[src/rtl/mem_arb_pkg.sv]
// Shared types and constants for the two-master memory arbiter.
package mem_arb_pkg;

  // The state encoding doubles as the one-hot grant vector.
  typedef enum logic [1:0] {
    ST_IDLE = 2'b00,
    ST_OWN0 = 2'b01,
    ST_OWN1 = 2'b10
  } state_t;

  localparam logic [1:0] GRANT_NONE = 2'b00;
  localparam logic [1:0] GRANT_M0   = 2'b01;
  localparam logic [1:0] GRANT_M1   = 2'b10;

  localparam int TIMEOUT_DEFAULT = 255;
  localparam int CNT_W           = 16;

  function automatic logic [1:0] state_to_grant(input state_t s);
    case (s)
      ST_OWN0: return GRANT_M0;
      ST_OWN1: return GRANT_M1;
      default: return GRANT_NONE;
    endcase
  endfunction

endpackage

[src/rtl/mem_arb_timer.sv]
// Slave-wait counter: held at zero while clear is high, counts enabled cycles,
// flags when the count equals TIMEOUT.
module mem_arb_timer
  import mem_arb_pkg::*;
#(
  parameter int TIMEOUT = TIMEOUT_DEFAULT
) (
  input  logic clk,
  input  logic reset,
  input  logic i_clear,
  input  logic i_enable,
  output logic o_expired
);

  logic [CNT_W-1:0] r_count;

  always_ff @(posedge clk or posedge reset) begin
    if (reset) begin
      r_count <= '0;
    end else if (i_clear) begin
      r_count <= '0;
    end else if (i_enable) begin
      r_count <= r_count + 1'b1;
    end
  end

  assign o_expired = (r_count == CNT_W'(TIMEOUT));

endmodule

[src/rtl/mem_arbiter.sv]
// Two-master to one-slave arbiter; requests pass through combinationally to the
// owner, with a forced completion when the slave stalls for TIMEOUT cycles.
module mem_arbiter
  import mem_arb_pkg::*;
#(
  parameter int TIMEOUT = TIMEOUT_DEFAULT,
  parameter bit RR_EN   = 1'b1
) (
  input  logic        clk,
  input  logic        reset,
  input  logic        m0_valid,
  output logic        m0_ready,
  input  logic [31:0] m0_addr,
  input  logic [31:0] m0_wdata,
  input  logic [3:0]  m0_wstrb,
  output logic [31:0] m0_rdata,
  input  logic        m1_valid,
  output logic        m1_ready,
  input  logic [31:0] m1_addr,
  input  logic [31:0] m1_wdata,
  input  logic [3:0]  m1_wstrb,
  output logic [31:0] m1_rdata,
  output logic        s_valid,
  output logic [31:0] s_addr,
  output logic [31:0] s_wdata,
  output logic [3:0]  s_wstrb,
  input  logic        s_ready,
  input  logic [31:0] s_rdata,
  output logic [1:0]  grant,
  output logic        timeout_err
);

  state_t     r_state;
  state_t     w_state_nxt;
  logic [1:0] r_grant;
  logic       r_last_m1;
  logic       w_own;
  logic       w_own_valid;
  logic       w_expired;
  logic       w_timeout;
  logic       w_done;

  assign w_own       = (r_state != ST_IDLE);
  assign w_own_valid = (r_state == ST_OWN0) ? m0_valid :
                       (r_state == ST_OWN1) ? m1_valid : 1'b0;
  assign w_timeout   = w_own_valid & ~s_ready & w_expired;
  // A dropped valid is an abort and never updates the round-robin pointer.
  assign w_done      = w_own_valid & (s_ready | w_expired);

  mem_arb_timer #(
    .TIMEOUT (TIMEOUT)
  ) u_timer (
    .clk       (clk),
    .reset     (reset),
    .i_clear   (~w_own),
    .i_enable  (w_own & ~s_ready),
    .o_expired (w_expired)
  );

  always_ff @(posedge clk or posedge reset) begin
    if (reset) begin
      r_state   <= ST_IDLE;
      r_grant   <= GRANT_NONE;
      r_last_m1 <= 1'b1;
    end else begin
      r_state <= w_state_nxt;
      r_grant <= state_to_grant(w_state_nxt);
      if (w_done) begin
        r_last_m1 <= (r_state == ST_OWN1);
      end
    end
  end

  always_comb begin
    w_state_nxt = r_state;
    case (r_state)
      ST_IDLE: begin
        if (m0_valid && m1_valid) begin
          if (RR_EN) begin
            w_state_nxt = r_last_m1 ? ST_OWN0 : ST_OWN1;
          end else begin
            w_state_nxt = ST_OWN0;
          end
        end else if (m0_valid) begin
          w_state_nxt = ST_OWN0;
        end else if (m1_valid) begin
          w_state_nxt = ST_OWN1;
        end
      end
      ST_OWN0, ST_OWN1: begin
        if (!w_own_valid || s_ready || w_expired) begin
          w_state_nxt = ST_IDLE;
        end
      end
      default: w_state_nxt = ST_IDLE;
    endcase
  end

  always_comb begin
    s_valid     = 1'b0;
    s_addr      = '0;
    s_wdata     = '0;
    s_wstrb     = '0;
    m0_ready    = 1'b0;
    m0_rdata    = '0;
    m1_ready    = 1'b0;
    m1_rdata    = '0;
    timeout_err = w_timeout;
    case (r_state)
      ST_OWN0: begin
        s_valid  = m0_valid & ~w_timeout;
        s_addr   = m0_addr;
        s_wdata  = m0_wdata;
        s_wstrb  = m0_wstrb;
        m0_ready = s_ready | w_timeout;
        m0_rdata = w_timeout ? 32'h0 : s_rdata;
      end
      ST_OWN1: begin
        s_valid  = m1_valid & ~w_timeout;
        s_addr   = m1_addr;
        s_wdata  = m1_wdata;
        s_wstrb  = m1_wstrb;
        m1_ready = s_ready | w_timeout;
        m1_rdata = w_timeout ? 32'h0 : s_rdata;
      end
      default: ;
    endcase
  end

  assign grant = r_grant;

endmodule

[config.mk]
export PLATFORM = sky130hd
export DESIGN_NAME = mem_arbiter
export DESIGN_NICKNAME = d
export VERILOG_FILES = /design/src/rtl/mem_arb_pkg.sv /design/src/rtl/mem_arb_timer.sv /design/src/rtl/mem_arbiter.sv
export SDC_FILE = /design/constraint.sdc
export NUM_CORES = 1
export LEC_CHECK = 0
export CAP_MARGIN = 20
export CORE_AREA = 2 2 122 124
export DETAILED_ROUTE_END_ITERATION = 16
export DIE_AREA = 0 0 124 126
export DONT_BUFFER_PORTS = 1
export SLEW_MARGIN = 20
export SYNTH_ARGS = -nofsm -noshare
export SYNTH_HDL_FRONTEND = slang
export SYNTH_HIERARCHICAL = 1
export SYNTH_SLANG_ARGS = --single-unit
[constraint.sdc]
create_clock -name clk -period 2.5 [get_ports clk]
set_input_delay 0.5 -clock clk [delete_from_list [all_inputs] [get_ports clk]]
set_output_delay 0.5 -clock clk [all_outputs]
set_load 0.01 [all_outputs]
==> results of run 1 <==
==> worst register-to-register path: cells and delay by family (launching register included) <==
family / cells / cell delay, ns
mux: 1 / 0.37
simple gates: 3 / 0.73
fa+ha+maj: 1 / 0.26
flops: 1 / 0.42
buf+inv: 2 / 0.26
==> per-layer routing <==
layer / wire, µm / GRT usage (%) / up-vias
li1: - / - / 1279
met1: 4350 / 14.2 / 1406
met2: 6360 / 23.9 / 277
met3: 1510 / 3.94 / 20
met4: 315 / 3.97 / 0
met5: 0 / 0 / -
==> layout by cell type (no fill, tap or decap), types with 3 or more instances in the layout <==
| cell type | netlist | final |
|---|---|---|
| sky130_fd_sc_hd__dfrtp_1 | 20 | 19 |
| sky130_fd_sc_hd__nor2_1 | 16 | 15 |
| sky130_fd_sc_hd__buf_12 | 0 | 4 |
| sky130_fd_sc_hd__and2_4 | 0 | 39 |
| sky130_fd_sc_hd__ha_2 | 0 | 3 |
| sky130_fd_sc_hd__buf_4 | 0 | 18 |
| sky130_fd_sc_hd__nand2b_1 | 3 | 3 |
| sky130_fd_sc_hd__mux2_2 | 7 | 7 |
| sky130_fd_sc_hd__xor2_1 | 3 | 3 |
| sky130_fd_sc_hd__clkbuf_16 | 0 | 7 |
| sky130_fd_sc_hd__a21oi_1 | 7 | 7 |
| sky130_fd_sc_hd__o21ai_0 | 3 | 3 |
| sky130_fd_sc_hd__nand2_1 | 5 | 5 |
| sky130_fd_sc_hd__inv_1 | 8 | 8 |
| sky130_fd_sc_hd__nand4_1 | 4 | 4 |
| sky130_fd_sc_hd__nor2b_1 | 76 | 75 |
| sky130_fd_sc_hd__nand3_1 | 6 | 6 |
| sky130_fd_sc_hd__and2_1 | 64 | 25 |
| sky130_fd_sc_hd__o21a_1 | 4 | 3 |
| sky130_fd_sc_hd__a22oi_1 | 68 | 67 |
| sky130_fd_sc_hd__nor4_1 | 8 | 6 |
==> state kept, by name (all words and copies together) (netlist names) <==
name and count:
grant 2, r_last_m1 1, r_state 2, u_timer/r_count 16
==> synthesized netlist by cell type (3+ instances only) <==
library cell and n:
sky130_fd_sc_hd__o21a_1 4, sky130_fd_sc_hd__xor2_1 3, sky130_fd_sc_hd__a21oi_1 7, sky130_fd_sc_hd__nor4_1 8
sky130_fd_sc_hd__inv_1 8, sky130_fd_sc_hd__a22oi_1 68, sky130_fd_sc_hd__nor2b_1 76, sky130_fd_sc_hd__buf_2 7
sky130_fd_sc_hd__or4_1 3, sky130_fd_sc_hd__nand4_1 4, sky130_fd_sc_hd__clkbuf_1 26, sky130_fd_sc_hd__dfrtp_1 20
sky130_fd_sc_hd__mux2_2 7, sky130_fd_sc_hd__nand2_1 5, sky130_fd_sc_hd__nand3_1 6, sky130_fd_sc_hd__nor2_1 16
sky130_fd_sc_hd__and2_1 64, sky130_fd_sc_hd__ha_1 5, sky130_fd_sc_hd__nand2b_1 3, sky130_fd_sc_hd__o21ai_0 3
==> final timing paths <==
path / startpoint / endpoint / slack [ns]
max in group asynchronous: reset / u_timer/r_count[0] / 1.80
max: u_timer/r_count[13] / m1_rdata[20] / -0.07
min reg2reg: u_timer/r_count[6] / u_timer/r_count[6] / 0.57
min: reset / grant[1] / 0.03
min in group clk: m0_valid / r_state[1] / 0.56
max reg2reg: r_state[0] / u_timer/r_count[14] / 0.34
==> kinds of logic (layout without fill, tap and decap cells) <==
| logic type | count (synthesis) | count (layout) |
|---|---|---|
| compound gates | 92 | 92 |
| xor+xnor | 4 | 4 |
| fa+ha+maj | 5 | 5 |
| buf+inv | 42 | 39 |
| flops | 21 | 21 |
| mux | 10 | 10 |
| simple gates | 189 | 189 |
==> what timing repair did <==
| action | 4_1_cts | 5_1_grt |
|---|---|---|
| gates resized for setup | 46 | 6 |
| gates cloned | 1 | 4 |
| pin swaps | 4 | 34 |
| setup buffers | 3 | 1 |
| endpoints found under the setup margin | 64 | 73 |
| hold endpoints to repair | 0 | 0 |
==> area by class of cell <==
cell class / count / area, µm²
Timing Repair Buffer: 27 / 343
Multi-Input combinational cell: 300 / 2220
Clock buffer: 3 / 75.1
Fill cell: 1568 / 10900
Sequential cell: 21 / 528
Inverter: 8 / 30.0
Clock inverter: 1 / 5.00
Tap cell: 184 / 230
==> metrics by stage <==
| step | std cells | util, % | TNS (ns) | total power, mW | hold slack [ns] |
|---|---|---|---|---|---|
| final | 544 | 24.0 | -3.55 | 4.08 | 0.0333 |
| after global routing | 544 | 24.0 | -11.92 | 4.42 | 0.0443 |
| after global placement | 533 | 21.4 | 0 | 3.20 | 0.303 |
| after floorplan | 363 | - | 0 | 2.67 | 0.278 |
| after CTS | 541 | 23.2 | -8.49 | 3.84 | 0.0355 |
| after detailed placement | 533 | 21.4 | 0 | 3.27 | 0.308 |
==> where the power goes <==
group	total (mW)	internal, mW	switching, mW	leakage, nW
clock	0.335	0.215	0.120	0.0409
sequential	0.446	0.389	0.0570	0.284
combinational	3.30	1.40	1.90	0.888
total	4.08	2.00	2.08	1.21
==> flow_metrics.tcl, run 1 <==
set metrics [dict create \
    status "finished with violations" \
    io_pins 311 \
    drt_drc_violations_left 0 \
    ant_nets 0 \
    globalplace.congestion 0.877 \
    ys_dominant_reg_cell "sky130_fd_sc_hd__dfrtp_1" \
    synth.cell_area_um2 2770 \
    cts_htree_levels 1 \
    synth-xor-area-share_pct 1.27 \
    synthesis.area_per_instance_um2 7.62 \
    cts.reportedPaths.clkPinSlew_ns 0.06 \
    first_iter_violations 296 \
    cp_max_stage_cell "sky130_fd_sc_hd__or4_4" \
    post_synth_main_area_contributors "sky130_fd_sc_hd__a22oi_1 (18%), sky130_fd_sc_hd__dfrtp_1 (18%), sky130_fd_sc_hd__nor2b_1 (17%)" \
    reg2reg_depth 7 \
    grt_antenna_before_repair 0 \
    failed_checks "setup timing" \
    global_route.usage.total_pct 13.0 \
    postSynthRegisterBits 21 \
    power.static_leakage_nw 1.21 \
    max_clock_freq_ghz 0.389 \
    clock_latency_ns 0.25 \
    max_ir_drop_vdd_mv 0.547 \
    required_ns 2.00 \
    die_width_um 124 \
    hold_class "in2async" \
    critPathCaptureType "primary output" \
    clk_sink_count 21 \
    sequential_cell_area_fraction_in_the_yosys_report_pct 19.0 \
    synth-edff-count 0 \
    place_ws_ns 0.0900 \
    arrival_ns 2.07 \
    yosys.cell_types.count 35 \
    cts-buffers-inserted 3 \
    synth.largest_area_cell "sky130_fd_sc_hd__a22oi_1" \
    detail_route.wirelength_um 12500 \
    grt_start_max_net_pins 71 \
    main_combinational_cell_family_by_area_after_synthesis "simple AND/OR/NAND/NOR gates" \
    cts_tree "done" \
    cp_slowest_stage_delay_ns 0.54 \
    detailedRoute.firstPassIterationCount 5 \
    timing_max_transition_violations_final 0 \
    grt_first_pass_wirelength_um 15300 \
    final-hold-violation-count 0 \
    detail_route.vias_per_cell 5.48 \
    synth_cells 363 \
    fp-row-count 44 \
    globalRoute.totalOverflow 0 \
    synth_mux_area_share_pct 3.98 \
    post_drt_wl_per_cell_um 23.1 \
    dp.final_hpwl_um 9590 \
    antennaDiodeCount 0 \
    fraction_of_synthesized_cell_area_taken_by_the_top_area_cell_type_pct 18.4 \
    number_of_global_route_vias_before_repair 2769 \
    cell_area_power_density_nw_per_um2 1190 \
    initial_core_util_pct 19.3 \
    post_synth_and_or_nand_nor_area_fraction_pct 40.9 \
    ctsLongestPathBuffers 2 \
    cp_top_family "simple AND/OR/NAND/NOR gates" \
    area_growth_pct 24.1 \
    design.final.nets 539 \
    maxCapViolCount 0 \
    synthArstFlopShare_pct 100 \
    die-area_um2 15600 \
    arithmetic_cell_share_of_the_synthesized_area_counting_full_adders_half_adders_and_majority_gates_pct 2.26 \
    crit_cells 6 \
    final_critical_path_setup_slack_ns -0.0715 \
    count_of_hold_buffers_inserted_by_post_cts_repair 0 \
    stdcell_area_um2 3430 \
    crit_path_cell_trace "or4_4 -> nor4_4 -> nand2b_1 -> o21a_1 -> buf_12 -> and2_1" \
    vias 2982 \
    cts-root-buf "sky130_fd_sc_hd__clkbuf_16" \
    timing.critical_path.buf_inv 1 \
    yosys_warnings 6 \
    maximum_fanout_along_the_worst_path 32 \
    finalSetupViolations 64 \
    core_area_um2 14300 \
    layout_min_cycle_time_ns 2.57 \
    maxSlewHeadroom_pct 55.5 \
    crit_path_start_kind "register" \
    mappedNetlistNets 541 \
    post-route-period-util_pct 103 \
    rsz_0062_raised_after_global_routing "yes" \
    finalClockSkew_ns 0.00147 \
    worstMarginPinSlew_ns 0.667 \
    final_layout_size_suffix_gt1_share_pct 26.9 \
    io_buffer_count 0 \
    dpl_cell_area_um2 3070 \
    critical_path_class "reg2out" \
    synth-compound-area-share_pct 26.3 \
    die_h_um 126 \
]
Power figures use the tool's default switching activity.
==> run 2: changes to the inputs <==
clock period = 3.1 ns   (was 2.5 ns; I/O delays follow)
==> flow_metrics.tcl, run 2 (synthesized netlist as in run 1, its figures left out) <==
set metrics [dict create \
    cts-buffers-inserted 3 \
    detail_route.vias_per_cell 5.33 \
    grt_antenna_before_repair 0 \
    cp_top_family "simple AND/OR/NAND/NOR gates" \
    maximum_fanout_along_the_worst_path 32 \
    globalRoute.totalOverflow 0 \
    worstMarginPinSlew_ns 0.678 \
    max_clock_freq_ghz 0.344 \
    required_ns 2.48 \
    die_width_um 124 \
    number_of_global_route_vias_before_repair 2486 \
    core_area_um2 14300 \
    cp_slowest_stage_delay_ns 0.55 \
    most_common_library_cell_in_the_layout_ignoring_fill_and_taps "sky130_fd_sc_hd__nor2b_1" \
    globalplace.congestion 0.892 \
    critical_path_class "reg2out" \
    totalNegativeSetupSlack_ns 0 \
    place_inst 521 \
    die-area_um2 15600 \
    first_iter_violations 219 \
    rsz_0062_raised_after_global_routing "no" \
    hold_class "in2async" \
    die_h_um 126 \
    timing.critical_path.buf_inv 1 \
    design.final.nets 520 \
    maxSlewHeadroom_pct 54.8 \
    ctsLongestPathBuffers 2 \
    post-route-period-util_pct 93.8 \
    final_layout_size_suffix_gt1_share_pct 9.09 \
    ant_nets 0 \
    critPathCaptureType "primary output" \
    vias 2800 \
    crit_path_cell_trace "or4_1 -> nor4_1 -> buf_4 -> nand2_1 -> o21a_2 -> and2_1" \
    post_drt_wl_per_cell_um 21.8 \
    final-hold-violation-count 0 \
    clk_sink_count 21 \
    power.static_leakage_nw 1.03 \
    grt_first_pass_wirelength_um 14600 \
    area_growth_pct 9.58 \
    dp.final_hpwl_um 9560 \
    num-fill-cells 1588 \
    detail_route.wirelength_um 11400 \
    arrival_ns 2.29 \
    maxCapViolCount 0 \
    r2r-start "r_state[0]" \
    count_of_hold_buffers_inserted_by_post_cts_repair 0 \
    reg2reg_depth 6 \
    max_ir_drop_vdd_mv 1.12 \
    status "finished, final reports clean" \
    cts_tree "done" \
    cts.reportedPaths.clkPinSlew_ns 0.06 \
    grt_start_max_net_pins 70 \
    timing_max_transition_violations_final 0 \
    cell_area_power_density_nw_per_um2 938 \
    detailedRoute.firstPassIterationCount 4 \
    worst_r2r_endpoint "u_timer/r_count[14]" \
    cts.repair_timing.setup_buffer_count 0 \
    clock_latency_ns 0.25 \
    antennaDiodeCount 0 \
    largest_reg_flops 16 \
    layout_min_cycle_time_ns 2.91 \
    rrSetupSlack_ns 0.71 \
    initial_core_util_pct 19.3 \
    finalSetupViolations 0 \
    cts_htree_levels 1 \
    fp-row-count 44 \
    drt_drc_violations_left 0 \
    global_route.usage.total_pct 12.4 \
    finalClockSkew_ns 0.00207 \
    io_buffer_count 0 \
    finalNonFillerCells 525 \
    most-common-layout-cells "sky130_fd_sc_hd__nor2b_1 (76), sky130_fd_sc_hd__a22oi_1 (68), sky130_fd_sc_hd__and2_1 (64)" \
    cts-root-buf "sky130_fd_sc_hd__clkbuf_16" \
    top_register "u_timer/r_count" \
    io_pins 311 \
    cp_max_stage_cell "sky130_fd_sc_hd__or4_1" \
    crit_path_start_kind "register" \
]
run 2: worst max-delay path by stage:
stage | depth (start not counted) | start | end | slack, ns
6_report | 6 | u_timer/r_count[13] | m0_rdata[10] | 0.19
5_1_grt | 7 | u_timer/r_count[11] | m0_rdata[10] | 0.04
4_1_cts | 6 | u_timer/r_count[13] | m0_rdata[10] | 0.02
3_5_place_dp | 6 | u_timer/r_count[13] | m1_rdata[19] | 0.25
3_3_place_gp | 6 | u_timer/r_count[13] | m1_rdata[9] | 0.35
2_1_floorplan | 6 | u_timer/r_count[13] | m1_rdata[10] | 0.47
run 2: routing by layer:
metal | vias up | track usage [%] | wire length [µm]
met5 | - | 0 | 0
met4 | 0 | 3.24 | 233
met3 | 8 | 3.22 | 1220
met2 | 214 | 24.0 | 6050
met1 | 1346 | 13.0 | 3930
li1 | 1232 | - | -
run 2: worst reg2reg max path, stage by stage (launching register included):
cell	delay [ns]
sky130_fd_sc_hd__dfrtp_1	0.41
sky130_fd_sc_hd__inv_1	0.10
sky130_fd_sc_hd__ha_1	0.23
sky130_fd_sc_hd__nor2_1	0.47
sky130_fd_sc_hd__nand3_1	0.35
sky130_fd_sc_hd__nor4_1	0.35
sky130_fd_sc_hd__mux2_2	0.37
run 2: where the power goes:
| group | total, mW | switching [mW] | internal (mW) |
|---|---|---|---|
| Combinational | 2.22 | 1.40 | 0.815 |
| Clock | 0.268 | 0.0948 | 0.173 |
| Sequential | 0.359 | 0.0461 | 0.313 |
| Total | 2.84 | 1.54 | 1.30 |
run 2: final cells by class:
type	count	area [µm²]	share of cell area (%)
multi-input combinational	300	2080	68.6
sequential	21	527	17.4
tap	184	230	7.59
timing repair buffer	8	85.1	2.81
clock buffer	3	75.1	2.48
inverter	8	30.0	0.990
clock inverter	1	5.00	0.165
run 2: per-stage QoR:
| step | area, µm² | power (mW) | worst slack [ns] | utilization [%] | hold WS, ns |
|---|---|---|---|---|---|
| global placement | 2940 | 2.51 | 0.347 | 20.6 | 0.418 |
| finish | 3030 | 2.84 | 0.193 | 21.2 | 0.174 |
| detailed placement | 2940 | 2.59 | 0.253 | 20.6 | 0.436 |
| global route | 3030 | 3.11 | 0.0354 | 21.2 | 0.177 |
| floorplan | 2770 | 2.15 | 0.465 | - | 0.398 |
| CTS | 3030 | 2.87 | 0.0163 | 21.1 | 0.172 |
run 2: what timing repair did:
action | CTS | global route
gates cloned | 0 | 0
resized for setup | 1 | 2
endpoints found under the setup margin | 32 | 64
